[src/rtl/video_timing_gen_if.sv]
// rtl/video_timing_gen_if.sv - raster timing bundle between the timing source and the pixel generators
interface video_timing_gen_if;
  logic        i_en;
  logic [11:0] o_cnt_x;
  logic [11:0] o_cnt_y;
  logic        o_active;
  logic        o_hsync;
  logic        o_vsync;
  logic        o_de;
  logic        o_line_start;
  logic        o_frame_start;
  logic [15:0] o_frame_cnt;

  modport master (
    input  i_en,
    output o_cnt_x, o_cnt_y, o_active, o_hsync, o_vsync, o_de,
    output o_line_start, o_frame_start, o_frame_cnt
  );

  modport slave (
    output i_en,
    input  o_cnt_x, o_cnt_y, o_active, o_hsync, o_vsync, o_de,
    input  o_line_start, o_frame_start, o_frame_cnt
  );
endinterface

[src/rtl/video_timing_gen.sv]
// rtl/video_timing_gen.sv - free-running raster counter with delayed hsync/vsync/de
// Sync and de are delayed so they line up with the registered RGB of downstream generators.
module video_timing_gen #(
  parameter int H_ACTIVE = 1280,
  parameter int H_FP     = 110,
  parameter int H_SYNC   = 40,
  parameter int H_BP     = 220,
  parameter int V_ACTIVE = 720,
  parameter int V_FP     = 5,
  parameter int V_SYNC   = 5,
  parameter int V_BP     = 20,
  parameter bit H_POL    = 1'b1,
  parameter bit V_POL    = 1'b1,
  parameter int SYNC_DLY = 1
) (
  input  logic               i_pixclk,
  input  logic               i_reset_n,
  video_timing_gen_if.master vt
);

  localparam int H_TOTAL = H_ACTIVE + H_FP + H_SYNC + H_BP;
  localparam int V_TOTAL = V_ACTIVE + V_FP + V_SYNC + V_BP;

  generate
    if (H_TOTAL > 4096 || V_TOTAL > 4096 || SYNC_DLY > 7 || SYNC_DLY < 0) begin : g_bad_params
      $error("video_timing_gen: totals must be <= 4096 and SYNC_DLY within 0..7");
    end
  endgenerate

  localparam logic [11:0] X_LAST   = 12'(H_TOTAL - 1);
  localparam logic [11:0] Y_LAST   = 12'(V_TOTAL - 1);
  localparam logic [12:0] X_ACT    = 13'(H_ACTIVE);
  localparam logic [12:0] Y_ACT    = 13'(V_ACTIVE);
  localparam logic [12:0] HS_START = 13'(H_ACTIVE + H_FP);
  localparam logic [12:0] HS_END   = 13'(H_ACTIVE + H_FP + H_SYNC - 1);
  localparam logic [12:0] VS_START = 13'(V_ACTIVE + V_FP);
  localparam logic [12:0] VS_END   = 13'(V_ACTIVE + V_FP + V_SYNC - 1);

  logic [11:0] cnt_x;
  logic [11:0] cnt_y;
  logic [15:0] frame_cnt;
  logic        line_start;
  logic        frame_start;

  always_ff @(posedge i_pixclk) begin
    if (!i_reset_n) begin
      cnt_x       <= '0;
      cnt_y       <= '0;
      frame_cnt   <= '0;
      line_start  <= 1'b0;
      frame_start <= 1'b0;
    end else begin
      line_start  <= 1'b0;
      frame_start <= 1'b0;
      if (vt.i_en) begin
        if (cnt_x != X_LAST) begin
          cnt_x <= cnt_x + 12'd1;
        end else begin
          cnt_x      <= '0;
          line_start <= 1'b1;
          if (cnt_y != Y_LAST) begin
            cnt_y <= cnt_y + 12'd1;
          end else begin
            cnt_y       <= '0;
            frame_start <= 1'b1;
            frame_cnt   <= frame_cnt + 16'd1;
          end
        end
      end
    end
  end

  // Raw decode in asserted-sense; polarity is applied only at the outputs.
  logic active;
  logic hs_on;
  logic vs_on;

  assign active = ({1'b0, cnt_x} < X_ACT) && ({1'b0, cnt_y} < Y_ACT);
  assign hs_on  = ({1'b0, cnt_x} >= HS_START) && ({1'b0, cnt_x} <= HS_END);
  assign vs_on  = ({1'b0, cnt_y} >= VS_START) && ({1'b0, cnt_y} <= VS_END);

  logic hs_q;
  logic vs_q;
  logic de_q;

  generate
    if (SYNC_DLY == 0) begin : g_nodly
      assign hs_q = hs_on;
      assign vs_q = vs_on;
      assign de_q = active;
    end else begin : g_dly
      logic [SYNC_DLY-1:0] hs_pipe;
      logic [SYNC_DLY-1:0] vs_pipe;
      logic [SYNC_DLY-1:0] de_pipe;

      // Shifts every clock regardless of i_en so the delay stays fixed in clocks.
      always_ff @(posedge i_pixclk) begin
        if (!i_reset_n) begin
          hs_pipe <= '0;
          vs_pipe <= '0;
          de_pipe <= '0;
        end else begin
          hs_pipe[0] <= hs_on;
          vs_pipe[0] <= vs_on;
          de_pipe[0] <= active;
          for (int i = 1; i < SYNC_DLY; i++) begin
            hs_pipe[i] <= hs_pipe[i-1];
            vs_pipe[i] <= vs_pipe[i-1];
            de_pipe[i] <= de_pipe[i-1];
          end
        end
      end

      assign hs_q = hs_pipe[SYNC_DLY-1];
      assign vs_q = vs_pipe[SYNC_DLY-1];
      assign de_q = de_pipe[SYNC_DLY-1];
    end
  endgenerate

  assign vt.o_cnt_x       = cnt_x;
  assign vt.o_cnt_y       = cnt_y;
  assign vt.o_active      = active;
  assign vt.o_hsync       = hs_q ? H_POL : ~H_POL;
  assign vt.o_vsync       = vs_q ? V_POL : ~V_POL;
  assign vt.o_de          = de_q;
  assign vt.o_line_start  = line_start;
  assign vt.o_frame_start = frame_start;
  assign vt.o_frame_cnt   = frame_cnt;

endmodule

[src/flat_wrapper.sv]
// flat-port wrapper written by rule: the top's interface ports become plain ports
module video_timing_gen_flat 
#(
  parameter int H_ACTIVE = 1280,
  parameter int H_FP     = 110,
  parameter int H_SYNC   = 40,
  parameter int H_BP     = 220,
  parameter int V_ACTIVE = 720,
  parameter int V_FP     = 5,
  parameter int V_SYNC   = 5,
  parameter int V_BP     = 20,
  parameter bit H_POL    = 1'b1,
  parameter bit V_POL    = 1'b1,
  parameter int SYNC_DLY = 1
)
  (i_pixclk, i_reset_n, vt_i_en, vt_o_cnt_x, vt_o_cnt_y, vt_o_active, vt_o_hsync, vt_o_vsync, vt_o_de, vt_o_line_start, vt_o_frame_start, vt_o_frame_cnt);
  video_timing_gen_if vt_i ();
  input  logic i_pixclk;
  input  logic i_reset_n;
  input wire logic [$bits(vt_i.i_en)-1:0] vt_i_en;
  output wire logic [$bits(vt_i.o_cnt_x)-1:0] vt_o_cnt_x;
  output wire logic [$bits(vt_i.o_cnt_y)-1:0] vt_o_cnt_y;
  output wire logic [$bits(vt_i.o_active)-1:0] vt_o_active;
  output wire logic [$bits(vt_i.o_hsync)-1:0] vt_o_hsync;
  output wire logic [$bits(vt_i.o_vsync)-1:0] vt_o_vsync;
  output wire logic [$bits(vt_i.o_de)-1:0] vt_o_de;
  output wire logic [$bits(vt_i.o_line_start)-1:0] vt_o_line_start;
  output wire logic [$bits(vt_i.o_frame_start)-1:0] vt_o_frame_start;
  output wire logic [$bits(vt_i.o_frame_cnt)-1:0] vt_o_frame_cnt;
  assign vt_i.i_en = vt_i_en;
  assign vt_o_cnt_x = vt_i.o_cnt_x;
  assign vt_o_cnt_y = vt_i.o_cnt_y;
  assign vt_o_active = vt_i.o_active;
  assign vt_o_hsync = vt_i.o_hsync;
  assign vt_o_vsync = vt_i.o_vsync;
  assign vt_o_de = vt_i.o_de;
  assign vt_o_line_start = vt_i.o_line_start;
  assign vt_o_frame_start = vt_i.o_frame_start;
  assign vt_o_frame_cnt = vt_i.o_frame_cnt;
  video_timing_gen #(.H_ACTIVE(H_ACTIVE), .H_FP(H_FP), .H_SYNC(H_SYNC), .H_BP(H_BP), .V_ACTIVE(V_ACTIVE), .V_FP(V_FP), .V_SYNC(V_SYNC), .V_BP(V_BP), .H_POL(H_POL), .V_POL(V_POL), .SYNC_DLY(SYNC_DLY)) u_core (.i_pixclk(i_pixclk), .i_reset_n(i_reset_n), .vt(vt_i));
endmodule
[config.mk]
export PLATFORM = sky130hd
export DESIGN_NAME = video_timing_gen_flat
export DESIGN_NICKNAME = d
export VERILOG_FILES = /design/src/rtl/video_timing_gen_if.sv /design/src/rtl/video_timing_gen.sv /design/src/flat_wrapper.sv
export SDC_FILE = /design/constraint.sdc
export NUM_CORES = 1
export LEC_CHECK = 0
export CAP_MARGIN = 20
export CORE_AREA = 2 2 81 83
export DETAILED_ROUTE_END_ITERATION = 10
export DIE_AREA = 0 0 83 85
export GPL_ROUTABILITY_DRIVEN = 1
export MAX_ROUTING_LAYER = met4
export PLACE_DENSITY = 0.61
export REMOVE_ABC_BUFFERS = 1
export SLEW_MARGIN = 15
export SYNTH_ARGS = -nofsm -noshare
export SYNTH_HDL_FRONTEND = slang
export SYNTH_SLANG_ARGS = --single-unit
export TNS_END_PERCENT = 50
[constraint.sdc]
create_clock -name i_pixclk -period 2.4 [get_ports i_pixclk]
set_input_delay 0.48 -clock i_pixclk [delete_from_list [all_inputs] [get_ports i_pixclk]]
set_output_delay 0.48 -clock i_pixclk [all_outputs]
set_load 0.01 [all_outputs]
==> After elaboration in Yosys (flattened, before gate mapping) <==
Cells that the tools add are included.
W data, S select, Z words.
{ "op_classes": {"n_addsub": 3, "n_lt_le_gt_ge": 6, "n_eq_ne": 2, "muxes": 6, "bitwise": 4, "reduce_logical": 7} }
{ "op_table": {"columns": ["operator", "count"], "rows": [
  ["$add A12 B1 Y12 const B", 2],
  ["$mux W12", 2],
  ["$add A16 B1 Y16 const B", 1],
  ["$ge A12 B10 Y1 const B", 1],
  ["$ge A12 B11 Y1 const B", 1],
  ["$le A12 B10 Y1 const B", 1],
  ["$le A12 B11 Y1 const B", 1],
  ["$lt A12 B10 Y1 const B", 1],
  ["$lt A12 B11 Y1 const B", 1],
  ["$ne A12 B10 Y1 const B", 1],
  ["$ne A12 B11 Y1 const B", 1],
  ["$mux W1", 4],
  ["$not A1 Y1", 4],
  ["$reduce_and A2 Y1", 2],
  ["$logic_and A1 B1 Y1", 3],
  ["$reduce_and A3 Y1", 1],
  ["$reduce_or A3 Y1", 1]
]} }
{ "totals": {"regBits": 45, "in_bits": 3, "output_inout_bits": 46, "word_cells": 36} }

==> Depth between registers and ports, before layout <==
{ "logic_depth": {"depth_word": 3, "mapped_depth": 8, "depth_no_buf": 6} }

==> Least setup slack after synthesis <==
OpenSTA, ideal clock, no wires.
{ "synth_path": {"path_kind": "reg-to-reg", "from": "register u_core.cnt_y[0], in the netlist u_core.vt.o_cnt_y[0]", "to": "register u_core.frame_cnt[9], in the netlist u_core.vt.o_frame_cnt[9]", "setup_time_ns": 0.070, "t_arrival_ns": 1.889, "required_ns": 2.330, "setup_slack_ns": 0.441, "stages_incl_launch_ff": 7, "path_buffers": 1, "period_less_slack_ns": 1.959, "cell_sequence": "dfxtp_1 > ha_1 > and4b_1 > clkbuf_1 > nand4_2 > or4_1 > a21oi_1"} }
{ "synth_between": {"elab_chain_len": 3} }
{ "synth_rtl": {"columns": ["item", "line", "source"], "rows": [
  ["start: declaration", "video_timing_gen.sv:40", "logic [11:0] cnt_y;"],
  ["start signal: assignment", "video_timing_gen.sv:62", "cnt_y <= cnt_y + 12'd1;"],
  ["$ne A12 B10 Y1", "video_timing_gen.sv:61", "if (cnt_y != Y_LAST) begin"],
  ["$not A1 Y1 (no line)", null, null],
  ["$reduce_and A3 Y1 (no line)", null, null],
  ["end signal: assignment", "video_timing_gen.sv:66", "frame_cnt <= frame_cnt + 16'd1;"],
  ["end: declaration", "video_timing_gen.sv:41", "logic [15:0] frame_cnt;"]
]} }
Every way passes these cells.
A chain may end at the register's enable or synchronous reset.

==> Worst setup path in the final report <==
{ "layout_path": {"from": "register u_core.cnt_y[10], in the netlist u_core.vt.o_cnt_y[10]", "to": "output port vt_o_active"} }
{ "layout_between": {"elab_chain_len": 2} }
{ "layout_rtl": {"columns": ["item", "line", "source"], "rows": [
  ["$lt A12 B10 Y1", "video_timing_gen.sv:78", "assign active = ({1'b0, cnt_x} < X_ACT) && ({1'b0, cnt_y} < Y_ACT);"],
  ["$logic_and A1 B1 Y1", "video_timing_gen.sv:78", null],
  ["end: declaration", "flat_wrapper.sv:23", "output wire logic [$bits(vt_i.o_active)-1:0] vt_o_active;"]
]} }
Every way passes these cells.

==> metrics.cfg <==
[outcome]
outcome = finished, final reports clean

[setup_path]
end_kind = primary output
crit_chain = nor4b_4, nand3_2, o2111a_1, dlygate4sd2_1
cp_data_arrival_time_ps = 1700
critPathKind = flip-flop to primary output
start_kind = flip-flop
cp.required_ps = 1920
path_buf_inv = 1
cpPeakStageDelay_ps = 370
worstPathMaxFanout = 6
crit_family = simple AND/OR/NAND/NOR gates
cpMaxStageDelayCell = dfxtp_2

[power]
powerDensity_nw_per_um2 = 438.6
leakage_nw = 1.045
vdd_drop_max_v = 0.0002575

[timing]
worst_slew_pin_slew_ps = 419.2
finalHoldViolations = 0
setup_violations = 0
slew_violations = 0
whs_ps = 488.2
fin_crit_ps = 2184
period_share_pct = 90.98
fin_tns_setup_ps = 0
fmax_mhz = 458.0
finClkSkew_ps = 8.322
relSlewSlack_pct = 71.99
grt_setup_unrepaired = no

[logic_synthesis]
synth-seq-cells = 45
yosysSeqAreaShare_pct = 37.82
ys_types = 49
synthArstFlopShare_pct = 0
ys.flop_type = dfxtp_1
synth_edf_count = 0
yosys_warnings = 0
netlist_instances = 281
synth_area_um2 = 2382
avgSynthCellArea_um2 = 8.478

[cells_and_area]
drive_above_1_share_pct = 10.21
nets = 343
utilization_pct = 50.17
antenna_cells = 0
area_delta_synth_final_pct = 30.67

[placed_design]
io_buffer_count = 48
hpwlAfterDp_um = 4294
gp_congestion = 0.7832

[route]
ant_nets = 0
wl_per_cell_um = 14.76
vias_per_cell = 5.666
route.detailed.drc = 0
vias = 2323
routed_wl_um = 6050
drt_pass1_iterations = 4
drtIter0Drc = 107

[job]
maxCapViolations = 0

[hold_path]
hold_path.class = flip-flop to flip-flop

[global_routing]
grtUsageTotal_pct = 18.22
grt-ovfl-total = 0
grt_pass1_wl_um = 10380
grt_pass1_vias = 2110
grt_start_max_net_pins = 40
antenna_found_initial = 0

[floorplan]
die_h_um = 85
core_um2 = 6205
io_pins = 49
dieArea_um2 = 7055
num_rows = 29
start_util_pct = 38.39
dieWidth_um = 83

[clocking]
cts_tree = yes
h-tree-depth = 2
root_buffer = clkbuf_8
clock-sinks = 45
cts_buffer_depth = 2
clk_pin_slew_ps = 90
clkLatencyLatePin_ps = 300
cts_made_buffers = 5

## state kept, by name, indices dropped and copies added (netlist names)
name	count
u_core.vt.o_frame_cnt	16
u_core.g_dly.hs_pipe	1
u_core.vt.o_frame_start	1
u_core.g_dly.vs_pipe	1
u_core.vt.o_cnt_x	12
u_core.vt.o_line_start	1
u_core.vt.o_cnt_y	12
u_core.vt.o_de	1
## logic make-up (layout without fill, tap and decap cells)
group	after synthesis	count (layout)	synth area share, %
AO/OA/AOI/OAI	61	61	16.39
flip-flops	45	45	37.81
multiplexers	4	4	1.681
XOR/XNOR	10	10	3.677
adder cells (fa/ha/maj)	8	8	4.202
AND/OR/NAND/NOR	129	129	32.04
buffers and inverters	24	76	4.202
## cell usage after synthesis (4+ instances only)
cell       n  area share [%]
or3_1      6             1.6
nand3_1   24             5.0
ha_1       8             4.2
o31ai_1   12             3.8
or4_1     14             4.4
clkbuf_1  10             1.6
and3_1     7             1.8
inv_1      7             1.1
mux2i_1    4             1.7
and4_1     5             1.8
nand2_1   23             3.6
a21oi_1   24             5.0
o21ai_0    9             1.9
nand4_1    9             2.4
dfxtp_1   45              38
xor2_1     8             2.9
nor2_1    15             2.4
buf_2      4            0.84
nor3_1     4            0.84
## layer usage
layer / vias up / global-route usage, % / wire, µm
met1: 1104 / 24.85 / 2966
met2: 54 / 27.27 / 2762
met3: 8 / 3.405 / 237
met4: 0 / 6.110 / 84
li1: 1157 / - / -
met5: - / - / 0
## area by class of cell
cell class,instances,area [µm²]
clock buffers,7,96.34
clock inverters,1,5.005
fillers,605,3092
inverters,8,30.03
multi-input cells,212,1386
flip-flops and latches,45,904.6
well taps,77,96.34
repair buffers,60,594.3
## tightest hold or removal path, stage by stage, from the launching register on
cell     delay, ps
dfxtp_1        330
o31ai_1         70
a21oi_1         60
## stage by stage
stage                     std cells  area, µm²  setup slack [ps]  total power, W
after floorplan                 265       2312             53.67       0.0008137
after global placement          401       2997             149.8       0.0008558
after detailed placement        401       2997             108.4       0.0008568
after CTS                       410       3113             192.5        0.001392
after global routing            410       3113             141.6        0.001422
final                           410       3113             216.5        0.001365
## where the power goes
group | switching [W] | internal (W) | leakage [nW]
clock | 0.000266 | 0.000261 | 0.0542
combinational | 0.0000388 | 0.0000358 | 0.625
sequential | 0.0000101 | 0.000754 | 0.365
## layout by cell type, fill, tap and decap left out, types with 2 or more instances in the layout
cell type	netlist	final
and2_1	2	2
buf_4	1	10
or4_1	14	14
a31oi_1	3	3
nand2b_1	3	3
dfxtp_2	0	3
nor4_1	3	3
dfxtp_1	45	42
or3_1	6	6
nor3b_1	2	2
nand3b_1	2	2
a211oi_1	2	2
nand4_1	9	9
clkbuf_8	0	7
xor2_1	8	8
nand2_1	23	23
and4_1	5	5
buf_12	0	2
nor3_1	4	4
a21oi_1	24	24
o21ai_0	9	9
xnor2_1	2	2
nand3_1	24	23
a311oi_1	2	2
o31ai_1	12	12
clkdlybuf4s50_1	0	47
inv_1	7	7
ha_1	8	8
nand3_2	1	2
nor2_1	15	15
or2_2	2	2
mux2i_1	4	4
and3_1	7	7
## worst paths after layout
kind / end / cells past startpoint / slack, ps / startpoint
max: vt_o_active / 4 / 220 / u_core.vt.o_cnt_y[10]
min: u_core.vt.o_frame_cnt[15] / 2 / 490 / u_core.vt.o_frame_cnt[15]
max reg2reg: u_core.vt.o_frame_cnt[11] / 5 / 340 / u_core.vt.o_cnt_y[0]
min reg2reg: u_core.vt.o_frame_cnt[15] / 2 / 490 / u_core.vt.o_frame_cnt[15]
## repair_timing
| item | in CTS | in global routing |
|---|---|---|
| hold buffers | 0 | 0 |
| buffers inserted | 1 | 0 |
| resized for setup | 5 | 0 |
| endpoints found under the setup margin | 1 | 0 |
No activity file was read; power rests on OpenSTA's default activity.
